## config.mk

```make
export PLATFORM = sky130hd
export DESIGN_NAME = scan_index_sequencer
export DESIGN_NICKNAME = d
export VERILOG_FILES = /design/src/rtl/scan_index_sequencer_pkg.sv /design/src/rtl/scan_index_sequencer_next_chan_find.sv /design/src/rtl/scan_index_sequencer.sv
export SDC_FILE = /design/constraint.sdc
export NUM_CORES = 1
export LEC_CHECK = 0
export BUFFER_PORTS_ARGS = -buffer_cell sky130_fd_sc_hd__buf_4
export CAP_MARGIN = 5
export CORE_UTILIZATION = 59
export DETAILED_ROUTE_END_ITERATION = 8
export MAX_ROUTING_LAYER = met4
export PLACE_DENSITY_LB_ADDON = 0.12
export SLEW_MARGIN = 15
export SYNTH_ARGS = -nofsm -noshare
export SYNTH_HDL_FRONTEND = slang
export SYNTH_SLANG_ARGS = --single-unit
```

## constraint.sdc

```tcl
create_clock -name clk -period 6.42 [get_ports clk]
set_clock_uncertainty 0.2 [all_clocks]
set_input_delay 1.284 -clock clk [delete_from_list [all_inputs] [get_ports clk]]
set_output_delay 1.284 -clock clk [all_outputs]
set_load 0.05 [all_outputs]
```

## src/rtl/scan_index_sequencer_pkg.sv

```systemverilog
// Shared definitions for the scan index sequencer: FSM state encodings,
// channel count / index width and a lowest-set-bit helper.
package scan_seq_pkg;

  localparam int NCHAN = 8;
  localparam int IDX_W = 3;

  typedef enum logic [1:0] {
    ST_IDLE  = 2'd0,
    ST_DWELL = 2'd1,
    ST_BLANK = 2'd2
  } state_t;

  // Index of the lowest set bit of m; 0 when m is empty (callers qualify with m != 0).
  function automatic logic [IDX_W-1:0] first_set(input logic [NCHAN-1:0] m);
    logic [IDX_W-1:0] r;
    r = '0;
    for (int i = NCHAN - 1; i >= 0; i--) begin
      if (m[i]) r = IDX_W'(i);
    end
    return r;
  endfunction

endpackage

```

## src/rtl/scan_index_sequencer_next_chan_find.sv

```systemverilog
// next_chan_find: combinational search for the next enabled channel above cur,
// wrapping past the top index. wrap is set when the search came back to an
// index at or below cur (this covers a mask with a single bit set).
module next_chan_find
  import scan_seq_pkg::*;
(
  input  logic [NCHAN-1:0] mask,
  input  logic [IDX_W-1:0] cur,
  output logic [IDX_W-1:0] nxt,
  output logic             wrap,
  output logic [IDX_W-1:0] first
);

  // Lowest enabled channel of the mask.
  always_comb begin
    first = first_set(mask);
  end

  // Scan cur+1, cur+2, ... cur+NCHAN (mod NCHAN) and take the first hit.
  always_comb begin
    logic             found;
    logic [IDX_W-1:0] idx;
    nxt   = cur;
    found = 1'b0;
    idx   = '0;
    for (int k = 1; k <= NCHAN; k++) begin
      idx = cur + IDX_W'(k);
      if (!found && mask[idx]) begin
        nxt   = idx;
        found = 1'b1;
      end
    end
    wrap = (nxt <= cur);
  end

endmodule

```

## src/rtl/scan_index_sequencer.sv

```systemverilog
// scan_index_sequencer: walks a 3-bit channel index over the enabled bits of
// an 8-bit mask, holding each channel for dwell+1 cycles, and drives a 3:8
// decoder's in/en pair. Single-frame or continuous; frame_done pulses once
// per completed frame.
//
// Build option: define SCAN_BLANK_EN to insert one BLANK cycle (sel_en=0)
// between consecutive channels for break-before-make decoder switching.
// Without it the sequencer moves straight from one channel to the next and
// sel_en stays high across channel changes.
module scan_index_sequencer
  import scan_seq_pkg::*;
#(
  parameter int DWELL_W = 8
) (
  input  logic               clk,
  input  logic               rst,
  input  logic               start,
  input  logic               stop,
  input  logic               continuous,
  input  logic [NCHAN-1:0]   chan_mask,
  input  logic [DWELL_W-1:0] dwell,
  output logic [IDX_W-1:0]   sel,
  output logic               sel_en,
  output logic               busy,
  output logic               frame_done
);

  state_t             state;
  state_t             state_d;
  state_t             adv_state;

  logic [DWELL_W-1:0] cnt;
  logic [DWELL_W-1:0] cnt_d;
  logic [DWELL_W-1:0] dwell_q;
  logic [NCHAN-1:0]   mask_q;
  logic               cont_q;

  logic [NCHAN-1:0]   find_mask;
  logic [IDX_W-1:0]   nxt;
  logic [IDX_W-1:0]   first;
  logic               wrap;

  logic               accept;
  logic               term;
  logic               adv;
  logic               relatch;
  logic               ld_cfg;

  logic [IDX_W-1:0]   sel_d;
  logic               sel_en_d;
  logic               busy_d;
  logic               frame_done_d;

  // In IDLE the finder looks at the live mask so its first output gives the
  // start channel; while scanning it walks the latched mask.
  assign find_mask = (state == ST_IDLE) ? chan_mask : mask_q;

  next_chan_find u_find (
    .mask  (find_mask),
    .cur   (sel),
    .nxt   (nxt),
    .wrap  (wrap),
    .first (first)
  );

  assign accept = (state == ST_IDLE) && start && !stop && (chan_mask != '0);
  assign term   = (cnt == dwell_q);

  // adv marks the cycle in which the move to the next channel is decided.
`ifdef SCAN_BLANK_EN
  assign adv = (state == ST_BLANK) && !stop;
`else
  assign adv = (state == ST_DWELL) && term && !stop;
`endif

  assign relatch = adv && wrap && cont_q;
  assign ld_cfg  = accept || relatch;

  // Where an advance leads: next channel, a fresh continuous frame, or IDLE.
  assign adv_state = !wrap                          ? ST_DWELL :
                     (cont_q && (chan_mask != '0)) ? ST_DWELL : ST_IDLE;

  // State register.
  always_ff @(posedge clk) begin
    if (rst) state <= ST_IDLE;
    else     state <= state_d;
  end

  // Next-state logic; stop aborts from any active state without a frame pulse.
  always_comb begin
    state_d = state;
    case (state)
      ST_IDLE: begin
        if (accept) state_d = ST_DWELL;
      end
      ST_DWELL: begin
        if (stop) begin
          state_d = ST_IDLE;
        end else if (term) begin
`ifdef SCAN_BLANK_EN
          state_d = ST_BLANK;
`else
          state_d = adv_state;
`endif
        end
      end
`ifdef SCAN_BLANK_EN
      ST_BLANK: begin
        if (stop) state_d = ST_IDLE;
        else      state_d = adv_state;
      end
`endif
      default: state_d = ST_IDLE;
    endcase
  end

  // Output / datapath next values; sel only moves on an accepted start or an advance.
  always_comb begin
    sel_d = sel;
    if (accept) begin
      sel_d = first;
    end else if (adv) begin
      if (!wrap)                            sel_d = nxt;
      else if (relatch && chan_mask != '0) sel_d = first_set(chan_mask);
    end

    cnt_d = '0;
    if (state == ST_DWELL && state_d == ST_DWELL && !term) cnt_d = cnt + DWELL_W'(1);

    sel_en_d     = (state_d == ST_DWELL);
    busy_d       = (state_d != ST_IDLE);
    frame_done_d = adv && wrap;
  end

  // Registered outputs and dwell counter.
  always_ff @(posedge clk) begin
    if (rst) begin
      sel        <= '0;
      sel_en     <= 1'b0;
      busy       <= 1'b0;
      frame_done <= 1'b0;
      cnt        <= '0;
    end else begin
      sel        <= sel_d;
      sel_en     <= sel_en_d;
      busy       <= busy_d;
      frame_done <= frame_done_d;
      cnt        <= cnt_d;
    end
  end

  // Frame configuration, captured on start and again at each continuous wrap.
  always_ff @(posedge clk) begin
    if (ld_cfg) begin
      mask_q  <= chan_mask;
      dwell_q <= dwell;
    end
    if (accept) cont_q <= continuous;
  end

endmodule

```

# Yosys cells after proc, flatten, opt, wreduce, memory -nomap -nowiden
# Cells that the tools add are included.
classes:
  add_sub_neg: 8
  magnitude_cmp: 9
  eq_ne: 4
  muxes: 58
  bitwise_logic: 1
  reduce_logical: 34
op_table:
  columns: ["operator", "count"]
  rows:
  - ["$mux W3", 28]
  - ["$lt A3 B4 Y1 const B", 8]
  - ["$bmux W1 S3", 8]
  - ["$logic_and A1 B1 Y1", 18]
  - ["$mux W1", 17]
  - ["$add A3 B3 Y3 const B", 4]
  - ["$logic_not A1 Y1", 9]
  - ["$add A8 B1 Y8 const B", 1]
  - ["$eq A8 B8 Y1", 1]
  - ["$mux W8", 1]
  - ["$reduce_bool A8 Y1", 1]
  - ["$add A3 B2 Y3 const B", 2]
  - ["$mux W2", 3]
  - ["$eq A2 B1 Y1 const B", 2]
  - ["$pmux W2 S2", 1]
  - ["$reduce_bool A2 Y1", 2]
  - ["$add A3 B1 Y3 const B", 1]
  - ["$le A3 B3 Y1", 1]
  - ["$ne A3 B1 Y1 const B", 1]
  - ["$logic_not A2 Y1", 1]
  - ["$reduce_and A2 Y1", 1]
  - ["$reduce_or A2 Y1", 1]
  - ["$logic_or A1 B1 Y1", 1]
  - ["$not A1 Y1", 1]
word_totals:
  ff_bits: 33
  in_bits: 21
  out_inout_bits: 6
  elab_cells: 123

# Longest topological paths before layout
# Gate-level depths: netlist (run 1).
logic_depth:
  word_depth: 36
  mapped_depth: 23
  ltp_nobuf: 19

# Cells and area by module
# Synthesis (run 1) repeated with hierarchy kept, for this count alone.
unflattened:
  cells_unflattened: 259
  area_unflattened_um2: 2556.2
by_module_without_submodules:
  columns: ["module", "n_inst", "cells_per_inst", "area_per_inst_um2"]
  rows:
  - ["scan_index_sequencer", 1, 122, 1448.9]
  - ["next_chan_find", 1, 137, 1107.3]

# Worst setup path before layout (run 1)
# Ideal clock, no wire load.
synth_path:
  path_kind: "register to register"
  startpoint: "register sel[1]"
  endpoint: "register dwell_q[0], enable pin"
  setup_time_ns: 0.414
  t_arrival_ns: 5.506
  t_required_ns: 5.806
  slack_ns: 0.299
  stages_incl_launch_ff: 19
  cell_sequence: "dfxtp_1 > buf_2 > buf_2 > inv_1 > ha_1 > buf_2 > buf_6 > mux4_2 > a22o_1 > nor2_1 > o31a_1 > o22ai_1 > o22a_1 > mux2i_1 > ha_1 > nor2b_1 > o21ai_0 > a32oi_1 > o31ai_1"
synth_via:
  elab_chain_cells: 29
synth_rtl:
  columns: ["item", "line_no", "source"]
  rows:
  - ["from (decl)", "scan_index_sequencer.sv:22", "output logic [IDX_W-1:0] sel,"]
  - ["from (signal assigned)", "scan_index_sequencer.sv:144", "sel <= sel_d;"]
  - ["$add A3 B1 Y3", "scan_index_sequencer_next_chan_find.sv:27", "idx = cur + IDX_W'(k);"]
  - ["$bmux W1 S3", "scan_index_sequencer_next_chan_find.sv:28", "if (!found && mask[idx]) begin"]
  - ["$mux W1 (implied by the code)", "scan_index_sequencer_next_chan_find.sv:28", null]
  - ["$mux W1", "scan_index_sequencer_next_chan_find.sv:28", null]
  - ["$logic_not A1 Y1", "scan_index_sequencer_next_chan_find.sv:28", null]
  - ["$logic_and A1 B1 Y1", "scan_index_sequencer_next_chan_find.sv:28", null]
  - ["$mux W1", "scan_index_sequencer_next_chan_find.sv:28", null]
  - ["$logic_not A1 Y1", "scan_index_sequencer_next_chan_find.sv:28", null]
  - ["[... 13 more ...]", null, null]
  - ["$mux W1", "scan_index_sequencer_next_chan_find.sv:28", null]
  - ["$logic_not A1 Y1", "scan_index_sequencer_next_chan_find.sv:28", null]
  - ["$logic_and A1 B1 Y1", "scan_index_sequencer_next_chan_find.sv:28", null]
  - ["$mux W3", "scan_index_sequencer_next_chan_find.sv:28", null]
  - ["$le A3 B3 Y1 (*)", "scan_index_sequencer_next_chan_find.sv:33", "wrap = (nxt <= cur);"]
  - ["$logic_and A1 B1 Y1 (*) (2 in series)", "scan_index_sequencer.sv:76", "assign relatch = adv && wrap && cont_q;"]
  - ["$logic_or A1 B1 Y1 (*)", "scan_index_sequencer.sv:77", "assign ld_cfg = accept || relatch;"]
  - ["named net ld_cfg", "scan_index_sequencer.sv:47", "logic ld_cfg;"]
  - ["to (signal assigned)", "scan_index_sequencer.sv:156", "dwell_q <= dwell;"]
  - ["to (decl)", "scan_index_sequencer.sv:34", "logic [DWELL_W-1:0] dwell_q;"]
# The timed path passes the listed nets; every way through them passes the cells marked *. The select of a mux whose other input is x is not followed.
# A chain may end at the register's enable or synchronous reset.

# Final worst setup path (run 1)
layout_path:
  startpoint: "register sel[1]"
  endpoint: "register sel[0]"
layout_via:
  elab_chain_cells: 31
layout_rtl:
  columns: ["item", "line_no", "source"]
  rows:
  - ["$add A3 B1 Y3", "scan_index_sequencer_next_chan_find.sv:27", null]
  - ["$bmux W1 S3", "scan_index_sequencer_next_chan_find.sv:28", null]
  - ["$mux W1 (implied by the code)", "scan_index_sequencer_next_chan_find.sv:28", null]
  - ["$mux W1", "scan_index_sequencer_next_chan_find.sv:28", null]
  - ["$logic_not A1 Y1", "scan_index_sequencer_next_chan_find.sv:28", null]
  - ["$logic_and A1 B1 Y1", "scan_index_sequencer_next_chan_find.sv:28", null]
  - ["$mux W1", "scan_index_sequencer_next_chan_find.sv:28", null]
  - ["$logic_not A1 Y1", "scan_index_sequencer_next_chan_find.sv:28", null]
  - ["[... 14 more ...]", null, null]
  - ["$logic_not A1 Y1", "scan_index_sequencer_next_chan_find.sv:28", null]
  - ["$logic_and A1 B1 Y1", "scan_index_sequencer_next_chan_find.sv:28", null]
  - ["$mux W3", "scan_index_sequencer_next_chan_find.sv:28", null]
  - ["$le A3 B3 Y1", "scan_index_sequencer_next_chan_find.sv:33", null]
  - ["$logic_and A1 B1 Y1 (2 in series)", "scan_index_sequencer.sv:76", null]
  - ["$logic_and A1 B1 Y1", "scan_index_sequencer.sv:124", "else if (relatch && chan_mask != '0) sel_d = first_set(chan_mask);"]
  - ["$ne A3 B1 Y1 (no line)", null, null]
  - ["$reduce_and A2 Y1 (no line)", null, null]
# Parallel ways exist; a longest one is shown, timed or not. The select of a mux whose other input is x is not followed.

==> results of run 1 <==
-- critical path, delay by kind of cell, from the launching register on --
| kind | cells | cell delay [ps] |
|---|---|---|
| AND/OR/NAND/NOR | 2 | 460 |
| buffers and inverters | 2 | 430 |
| multiplexers | 2 | 740 |
| AO/OA/AOI/OAI | 9 | 2430 |
| adder cells (fa/ha/maj) | 2 | 1060 |
| flip-flops | 1 | 310 |
-- worst min-delay path by stage --
stage               slack (ps)               from  depth (start not counted)                end
floorplan                  260  cnt[0]$_SDFF_PP0_                          1  cnt[0]$_SDFF_PP0_
global placement           290  cnt[0]$_SDFF_PP0_                          1  cnt[0]$_SDFF_PP0_
detailed placement         300  cnt[0]$_SDFF_PP0_                          1  cnt[0]$_SDFF_PP0_
CTS                        320  cnt[0]$_SDFF_PP0_                          1  cnt[0]$_SDFF_PP0_
global route               360  cnt[0]$_SDFF_PP0_                          1  cnt[0]$_SDFF_PP0_
finish                     320  cnt[0]$_SDFF_PP0_                          1  cnt[0]$_SDFF_PP0_
-- cells in the mapped netlist (2+ instances only) --
master / count
dfxtp_1: 16
nand3_1: 15
o31ai_1: 2
mux4_2: 17
nor4_1: 2
edfxtp_1: 17
inv_1: 12
nand4_1: 3
a41oi_1: 2
nor2b_1: 2
a21o_1: 2
nor2_1: 30
o21ai_0: 9
o211ai_1: 2
mux2i_1: 9
and3_1: 4
ha_1: 6
a2111oi_0: 4
or2_1: 2
a22o_1: 2
xor2_1: 16
nand2_1: 13
clkbuf_1: 4
a21oi_1: 14
o31a_1: 2
a211oi_1: 2
xnor2_1: 5
a21bo_2: 2
nor3_1: 6
buf_2: 5
a22oi_1: 5
-- where the power goes --
part / internal (uW) / total, uW / leakage (uW) / switching [uW]
registers: 227 / 232 / 0.000286 / 5.08
logic: 77.5 / 182 / 0.000778 / 104
clock network: 126 / 199 / 0.0000585 / 73.1
-- stage by stage --
stage	util, %	std cells	worst slack (ps)	area, um^2
after floorplan	-	259	299	2540
after global placement	68.5	329	959	2780
after detailed placement	68.5	329	847	2780
after CTS	71.3	337	810	2890
after global routing	71.3	337	298	2890
final	71.3	337	711	2890
-- logic make-up after synthesis --
kind of cell	share of synthesized area (%)
XOR/XNOR	7.25
multiplexers	19.1
other	0.148
adder cells (fa/ha/maj)	2.96
AO/OA/AOI/OAI	17.2
buffers and inverters	3.95
flip-flops	32.8
AND/OR/NAND/NOR	16.6
-- flip-flops by register name (all words and copies together), names as in the netlist --
register	cells
busy	1
cnt	8
cont_q	1
dwell_q	8
frame_done	1
mask_q	8
sel	3
sel_en	1
state	2
-- area by class of cell --
cell class,instances,area share (%)
clock inverter,1,1.04
inverter,13,1.69
tap,50,2.16
multi-input combinational,203,55.6
sequential,33,28.7
timing repair buffer,30,7.78
clock buffer,7,2.98
-- per-layer routing --
metal	vias to the layer above	track usage, %	share of wire (%)	wire length (um)
met1	1036	42.6	45	2610
li1	1048	-	-	-
met4	0	7.45	1.1	64
met5	-	-	0	0
met2	119	42.2	45	2640
met3	10	4.90	8.8	513
-- layout by cell type (no fill, tap or decap), types with 2 or more instances in the layout --
cell / instances
nor4_1: 2
a21o_1: 2
a211oi_1: 2
o21ai_0: 9
nand2_1: 13
buf_4: 30
or2_1: 2
a22oi_1: 5
mux4_2: 17
inv_1: 12
a21oi_1: 14
nand4_1: 3
a41oi_1: 2
ha_1: 6
nand3_1: 15
a22o_1: 2
nor2_1: 30
dfxtp_1: 16
xnor2_1: 5
mux2i_1: 9
edfxtp_1: 17
xor2_1: 16
o31a_1: 2
nor2b_1: 2
o211ai_1: 2
a21bo_2: 2
clkbuf_8: 6
and3_1: 4
nor3_1: 6
a2111oi_0: 4
==> out/metrics.cfg, run 1 <==
[global_route]
grt_overflow=0
antenna_found_initial=0
grt_pass1_wl_um=9490
grt_pass1_vias=1946
grt_usage_pct=29.3
grt_max_degree=21

[layout]
ff_latch_area_um2=831
final_net_count=313
areaGrowthSynthToFinish_pct=14.1
n_fill_cell=315
drive_gt1_share_pct=21.6
multi_input_area_mm2=0.00161
n_antenna_cell=0

[setup_path]
cp_data_arrival_time_ps=5740
startpoint=sel[1]$_SDFFE_PP0P_
start_kind=flip-flop
reg2reg_setup_slack_ps=710
r2r_end=sel[0]$_SDFFE_PP0P_
crit_top_cell=ha_1
critPathCapture=sel[0]$_SDFFE_PP0P_
timing_worst_setup_path_type=flip-flop to flip-flop
max_stage_delay_ps=780
path_cells=buf_4 -> inv_1 -> ha_1 -> mux4_2 -> a22oi_1 -> and4_1 -> o22ai_1 -> o22a_1 -> mux2i_1 -> ha_1 -> nor2b_1 -> o21ai_0 -> a32o_1 -> a21oi_1 -> o41ai_1 -> o21a_1 -> o221a_1
r2r-start=sel[1]$_SDFFE_PP0P_
path_max_fanout=16
cpMaxStageDelayCell=ha_1
r2r_cells=17
cp-end-kind=flip-flop
cp.required_ps=6450

[power]
powerDensity_mw_per_mm2=212
finalPower_uw=613
p_leak_uw=0.00112
ir_drop_uv=144

[synthesis]
ys_ff_latch=33
synth_edf_count=17
syn_nets=286
synth.top_cell.area_share_pct=20.1
yosysTopAreaCell=edfxtp_1
synth_ff_type=edfxtp_1
synth_area_per_cell_um2=9.79
ys_types=58
ys_warn_count=0
synth_cells=259
ys_seq_area_share_pct=32.8
synth_area_mm2=0.00254
synth_area_leaders=edfxtp_1, mux4_2, dfxtp_1
async_reset_ff_share_pct=0

[clock_network]
clockRootBuffer=clkbuf_8
cts-resized-gates=0
clockBufferDepth=2
clk_latency_ps=290
cts.sinks=33
cts_max_level=2
cts_made_buffers=5
hold_buffers=0
cts_tree=built
clk_pin_slew_ps=70
postCtsSetupBuffers=0

[die]
num_io_pins=27
chipWidth_um=67.6
start_util_pct=62.5
design.core.area_mm2=0.00406
placementRows=23
die_y_um=67.6
dieArea_mm2=0.00457

[detailed_routing]
vias=2213
via_per_inst=6.57
drt-total-wl_um=5820
drtIter0Drc=292
first_pass_iters=6
route.detailed.drc=0
routedWlPerCell_um=17.3
ant_nets=0

[timing]
rsz0062_at_grt=no
slew_violations=0
fin_crit_ps=5710
finalCritPeriodShare_pct=88.9
setup_tns_ps=0
whs_ps=321
worst_pin_slew_ps=879
final-hold-violation-count=0
setup_viol=0
fmax_mhz=175
slew_headroom_pct=41.3

[placement]
port_buffers=26
gp_congestion=0.948
detailed_place_hpwl_um=4330

[outcome]
status=complete, no violations

[min_path]
hp-class=flip-flop to flip-flop

[flow_run]
maxCapViolCount=0

No activity file was read; power rests on OpenSTA's default activity.
==> run 2: changes to the inputs <==
--- a/config.mk
+++ b/config.mk
@@ -7,7 +7,9 @@
 export LEC_CHECK = 0
 export BUFFER_PORTS_ARGS = -buffer_cell sky130_fd_sc_hd__buf_4
 export CAP_MARGIN = 5
-export CORE_UTILIZATION = 59
+export CELL_PAD_IN_SITES_DETAIL_PLACEMENT = 0
+export CELL_PAD_IN_SITES_GLOBAL_PLACEMENT = 1
+export CORE_UTILIZATION = 46
 export DETAILED_ROUTE_END_ITERATION = 8
 export MAX_ROUTING_LAYER = met4
 export PLACE_DENSITY_LB_ADDON = 0.12
==> run 2 against run 1 <==
  * Via count decreased by 2.6%
  * Largest power group unchanged
  * Highest routed layer unchanged
  * Worst setup slack improved by 440 ps
  * First-iteration DRC count decreased by 50%
==> out/metrics.cfg, run 2 (same netlist as run 1, synthesis figures left out) <==
[global_route]
antenna_found_initial=0
grt_pass1_vias=2067
grt_use_met1_pct=26.4
use_met3_pct=2.51
grt_max_degree=19
grt_usage_pct=21.9
grt_pass1_wl_um=9940
met2_usage_pct=38.7
busiest_layer=met2
grt_overflow=0

[timing]
final-hold-violation-count=0
finalCritPeriodShare_pct=82.2
rsz0062_at_grt=no
setup_viol=0
worst_pin_slew_ps=840
worst_slack_ps=1150
fmax_mhz=190
slew_headroom_pct=44.0
setup_tns_ps=0
fin_crit_ps=5270
slew_violations=0

[die]
start_util_pct=48.7
placementRows=26
die_y_um=76.3
dieArea_mm2=0.00581
num_io_pins=27
design.core.area_mm2=0.00520
chipWidth_um=76.3

[setup_path]
path_cells=inv_2 -> ha_1 -> mux4_2 -> a22o_1 -> nor2_1 -> nand3_1 -> o22ai_1 -> o22a_1 -> mux2i_1 -> ha_1 -> nor2b_1 -> o21ai_0 -> a32o_1 -> a21oi_1 -> or2_2 -> nor2_1 -> a2111oi_0 -> o31a_1
start_kind=flip-flop
max_stage_delay_ps=760
startpoint=sel[0]$_SDFFE_PP0P_
cp_data_arrival_time_ps=5300
r2r-start=sel[0]$_SDFFE_PP0P_
cpMaxStageDelayCell=ha_1
cp.required_ps=6450
timing_worst_setup_path_type=flip-flop to flip-flop
cp-end-kind=flip-flop
path_max_fanout=15

[detailed_routing]
route.detailed.drc=0
vias=2155
first_pass_iters=5
ant_nets=0
drt-total-wl_um=6020
routedWlPerCell_um=16.9
via_per_inst=6.04
drtIter0Drc=145

[clock_network]
clockRootBuffer=clkbuf_8
hold_buffers=0
cts_made_buffers=5
postCtsSetupBuffers=0
cts.sinks=33
clk_pin_slew_ps=70
clockBufferDepth=2
cts_tree=built
clk_latency_ps=290
cts-resized-gates=0
cts_max_level=2

[outcome]
status=complete, no violations

[flow_run]
maxCapViolCount=0

[layout]
drive_gt1_share_pct=21.6
n_antenna_cell=0
final_net_count=313
top_regs=cnt (8), dwell_q (8), mask_q (8)
layout_common_cells=nor2_1, buf_4, mux4_2, edfxtp_1
areaGrowthSynthToFinish_pct=14.8

[power]
powerDensity_mw_per_mm2=209
finalPower_uw=610
p_leak_uw=0.00112
ir_drop_uv=147

[min_path]
holdCritStartpoint=cnt[0]$_SDFF_PP0_
hp-class=flip-flop to flip-flop

[placement]
post-place-ws_ps=1070
detailed_place_hpwl_um=4570
gp_congestion=0.880
port_buffers=26

[run 2: cell count changes in the layout (fill, tap and decap cells not counted), sizes merged]
| cell | previous run | this run |
|---|---|---|
| clkinvlp | 0 | 1 |
| clkbuf | 7 | 5 |
| clkinv | 0 | 1 |
[run 2: through the flow]
step,hold slack [ps],cell area [um^2],util [%],instances
final,326,2910,56.0,357
after global routing,370,2910,56.0,357
after CTS,329,2910,56.0,357
after detailed placement,311,2800,53.8,349
after global placement,291,2800,53.8,349
after floorplan,258,2540,-,259
[run 2: worst max-delay path, delay by kind of cell, from the launching register on]
| family | cells | cell delay, ps |
|---|---|---|
| multiplexers | 2 | 690 |
| buffers and inverters | 1 | 110 |
| AND/OR/NAND/NOR | 5 | 840 |
| flip-flops | 1 | 340 |
| adder cells (fa/ha/maj) | 2 | 1110 |
| AO/OA/AOI/OAI | 8 | 1920 |
[run 2: where the power goes]
group | switching, uW | total, uW | internal [uW]
logic | 106 | 183 | 77.6
registers | 4.88 | 232 | 227
clock network | 80.4 | 195 | 114
[run 2: final cells by class]
type                       count  area (um^2)
clock inverter                 3         41.3
inverter                      13         48.8
fill                         475         2290
timing repair buffer          30          225
sequential                    33          831
tap                           70         87.6
clock buffer                   5         68.8
multi-input combinational    203         1610
[run 2: final timing paths]
path	to	slack [ps]	cells after the start
worst max-delay path	sel[2]$_SDFFE_PP0P_	1150	18
worst min-delay path	cnt[0]$_SDFF_PP0_	330	1
worst max register to register	sel[2]$_SDFFE_PP0P_	1150	18
worst min register to register	cnt[0]$_SDFF_PP0_	330	1
[run 2: routing by layer]
metal	up-vias	routed length, um
li1	1044	-
met1	1034	2580
met2	69	3120
met3	8	244
met4	0	66
met5	-	0
==> run 3: changes to the inputs <==
--- a/config.mk
+++ b/config.mk
@@ -5,11 +5,12 @@
 export SDC_FILE = /design/constraint.sdc
 export NUM_CORES = 1
 export LEC_CHECK = 0
+export ABC_AREA = 1
 export BUFFER_PORTS_ARGS = -buffer_cell sky130_fd_sc_hd__buf_4
 export CAP_MARGIN = 5
 export CELL_PAD_IN_SITES_DETAIL_PLACEMENT = 0
 export CELL_PAD_IN_SITES_GLOBAL_PLACEMENT = 1
-export CORE_UTILIZATION = 46
+export CORE_UTILIZATION = 39
 export DETAILED_ROUTE_END_ITERATION = 8
 export MAX_ROUTING_LAYER = met4
 export PLACE_DENSITY_LB_ADDON = 0.12
==> constraint.sdc (replaced) <==
create_clock -name clk -period 4.42 [get_ports clk]
set_clock_uncertainty 0.2 [all_clocks]
set_input_delay 0.884 -clock clk [delete_from_list [all_inputs] [get_ports clk]]
set_output_delay 0.884 -clock clk [all_outputs]
set_load 0.05 [all_outputs]
==> run 3 against run 2 <==
  * Sequential cell count unchanged
  * Design area increased by 5.8%
  * Global-route usage decreased by 1.8 points
  * Sequential share of layout area decreased by 1.5 points
  * Largest power group is now combinational cells
  * Synthesized cell count increased by 52%
==> out/metrics.cfg, run 3 <==
[outcome]
status=complete, no violations

[synthesis]
ys_ff_latch=33
yosysTopAreaCell=edfxtp_1
ys_warn_count=0
yosysMostFrequentCell=nand2_1
synth.top_cell.area_share_pct=19.0
synth_ff_type=edfxtp_1
async_reset_ff_share_pct=0
ys_types=38
yosys-top-cells-count=nand2_1, nand3_1, inv_1
synth_cells=394
syn_nets=421
synth_edf_count=17
synth_area_per_cell_um2=6.81
ys_seq_area_share_pct=31.0
synth_area_leaders=edfxtp_1, nand2_1, dfxtp_1
synth_area_mm2=0.00268

[detailed_routing]
first_pass_iters=4
routedWlPerCell_um=13.2
drtIter0Drc=104
vias=2534
route.detailed.drc=0
drt-total-wl_um=6710
via_per_inst=5.00
ant_nets=0

[power]
power_frac_comb_pct=39.2
pwr-share-clk_pct=24.4
p_seq_share_pct=36.4
switching_share_pct=38.8
internal_power_uw=566
ir_drop_uv=144
p_leak_uw=0.00147
power.switching_uw=359
powerDensity_mw_per_mm2=300

[layout]
stdcell_count=507
final_net_count=456
drive_gt1_share_pct=22.8
layout_commonest_cell=nand2_1
n_fill_cell=678
design_area_mm2=0.00308
fin_util_pct=47.4
layout_common_cells=nand2_1, nand3_1, inv_1, buf_4, nor2_1
n_antenna_cell=0
areaGrowthSynthToFinish_pct=14.8
top_regs=cnt (8), dwell_q (8), mask_q (8)

[placement]
gp_congestion=0.848
port_buffers=26
placed_area_mm2=0.00299
detailed_place_hpwl_um=5500
dp_cells=499

[clock_network]
cts_tree=built
clk_latency_ps=290
clk_pin_slew_ps=70
cts_made_buffers=5
cts.sinks=33
clockRootBuffer=clkbuf_8
cts_max_level=2
postCtsSetupBuffers=0
clockBufferDepth=2

[setup_path]
path_delay_family=simple AND/OR/NAND/NOR gates
r2r-start=sel[0]$_SDFFE_PP0P_
cp.required_ps=4440
timing_worst_setup_path_type=primary input to flip-flop
max_stage_delay_ps=310
startpoint=chan_mask[4]
cpMaxStageDelayCell=ha_1
path_max_fanout=8
crit_buf_inv=5
crit_top_cell=nand2_1
cp-end-kind=flip-flop
cp_data_arrival_time_ps=4020
start_kind=primary input

[die]
placementRows=29
dieArea_mm2=0.00722
start_util_pct=41.3
design.core.area_mm2=0.00649
die_y_um=85.0
chipWidth_um=85.0
num_io_pins=27

[global_route]
grt_overflow=0
grt_max_degree=18
grt_pass1_wl_um=11100
grt_usage_pct=20.1
grt_pass1_vias=2341
antenna_found_initial=0

[min_path]
holdCritStartpoint=cnt[0]$_SDFF_PP0_
hp-class=flip-flop to flip-flop

[flow_run]
maxCapViolCount=0

[timing]
fmax_mhz=250
setup_tns_ps=0
final-hold-violation-count=0
rsz0062_at_grt=no
setup_viol=0
fin_crit_ps=3990
whs_ps=256
slew_violations=0
finalCritPeriodShare_pct=90.4

==> run 3: cell types whose count changed in the layout (fill, tap and decap cells not counted), sizes merged, moves of 7 or more <==
cell and delta:
nand3 +48, nand2 +129, nand4 +7, nor2 -10, mux2i -9, xor2 -12
mux4 -17, inv +39
==> run 3: worst register-to-register path: stages (launching register included) <==
cell and delay, ps:
dfxtp_2 410, inv_2 50, ha_1 340, clkinvlp_4 210, nand3_1 160, nand3_1 100, nand2_2 140, nand3_4 110
nor2_8 170, nand4_4 120, nand2_1 80, inv_1 40, nand2_1 80, nand2_1 60, ha_1 310, nand2_1 70
nor2_1 40, a211oi_1 230, a31oi_2 90, a21oi_1 230, nor2_1 80, nor2_1 170, inv_1 80, o21ai_0 150
inv_1 70, a21oi_2 120
==> run 3: area by class of cell <==
class	count	area (um^2)	area share (%)
clock buffer	5	68.8	2.23
multi-input combinational	298	1590	51.4
clock inverter	3	17.5	0.568
inverter	55	210	6.82
tap	77	96.3	3.13
timing repair buffer	36	270	8.77
sequential	33	833	27.0
==> run 3: timing repair <==
item	CTS	global route
endpoints found under the setup margin	0	1
hold buffers	0	0
resized for setup	0	1
hold endpoints to repair	0	0
==> run 3: cell families after synthesis <==
logic type,after synthesis,synth area share [%]
AOI/OAI and AO/OA,26,5.83
xor gates and xnor gates,5,1.63
adders and majority gates,6,2.80
buffers and inverters,63,9.98
DFF,33,31.0
other,1,0.140
and+or+nand+nor,260,48.7
==> run 3: stage by stage <==
stage | power [uW] | worst slack [ps]
2_1_floorplan | 604 | 54.7
3_3_place_gp | 707 | 230
3_5_place_dp | 707 | 130
4_1_cts | 937 | 380
5_1_grt | 994 | 2.91
6_report | 926 | 426
==> run 3: path summary, 6_finish.rpt <==
kind                    endpoint  slack [ps]  cells past startpoint
max          sel[1]$_SDFFE_PP0P_         430                     27
min            cnt[0]$_SDFF_PP0_         260                      1
max reg2reg  sel[1]$_SDFFE_PP0P_         470                     25
min reg2reg    cnt[0]$_SDFF_PP0_         260                      1
==> run 3: power groups by stage <==
stage,logic (uW),clock network (uW),registers (uW)
after floorplan,256,0,348
after global placement,364,0,343
after detailed placement,364,0,343
after CTS,365,236,336
after global routing,409,247,337
final,363,226,337
==> run 3: layer usage <==
layer  up-vias  wire length (um)  global-route usage [%]
met1      1146              3540                    27.5
met3         8               176                    2.92
li1       1342                 -                       -
met5         -                 0                       -
met4         0                86                    5.70
met2        38              2910                    31.0
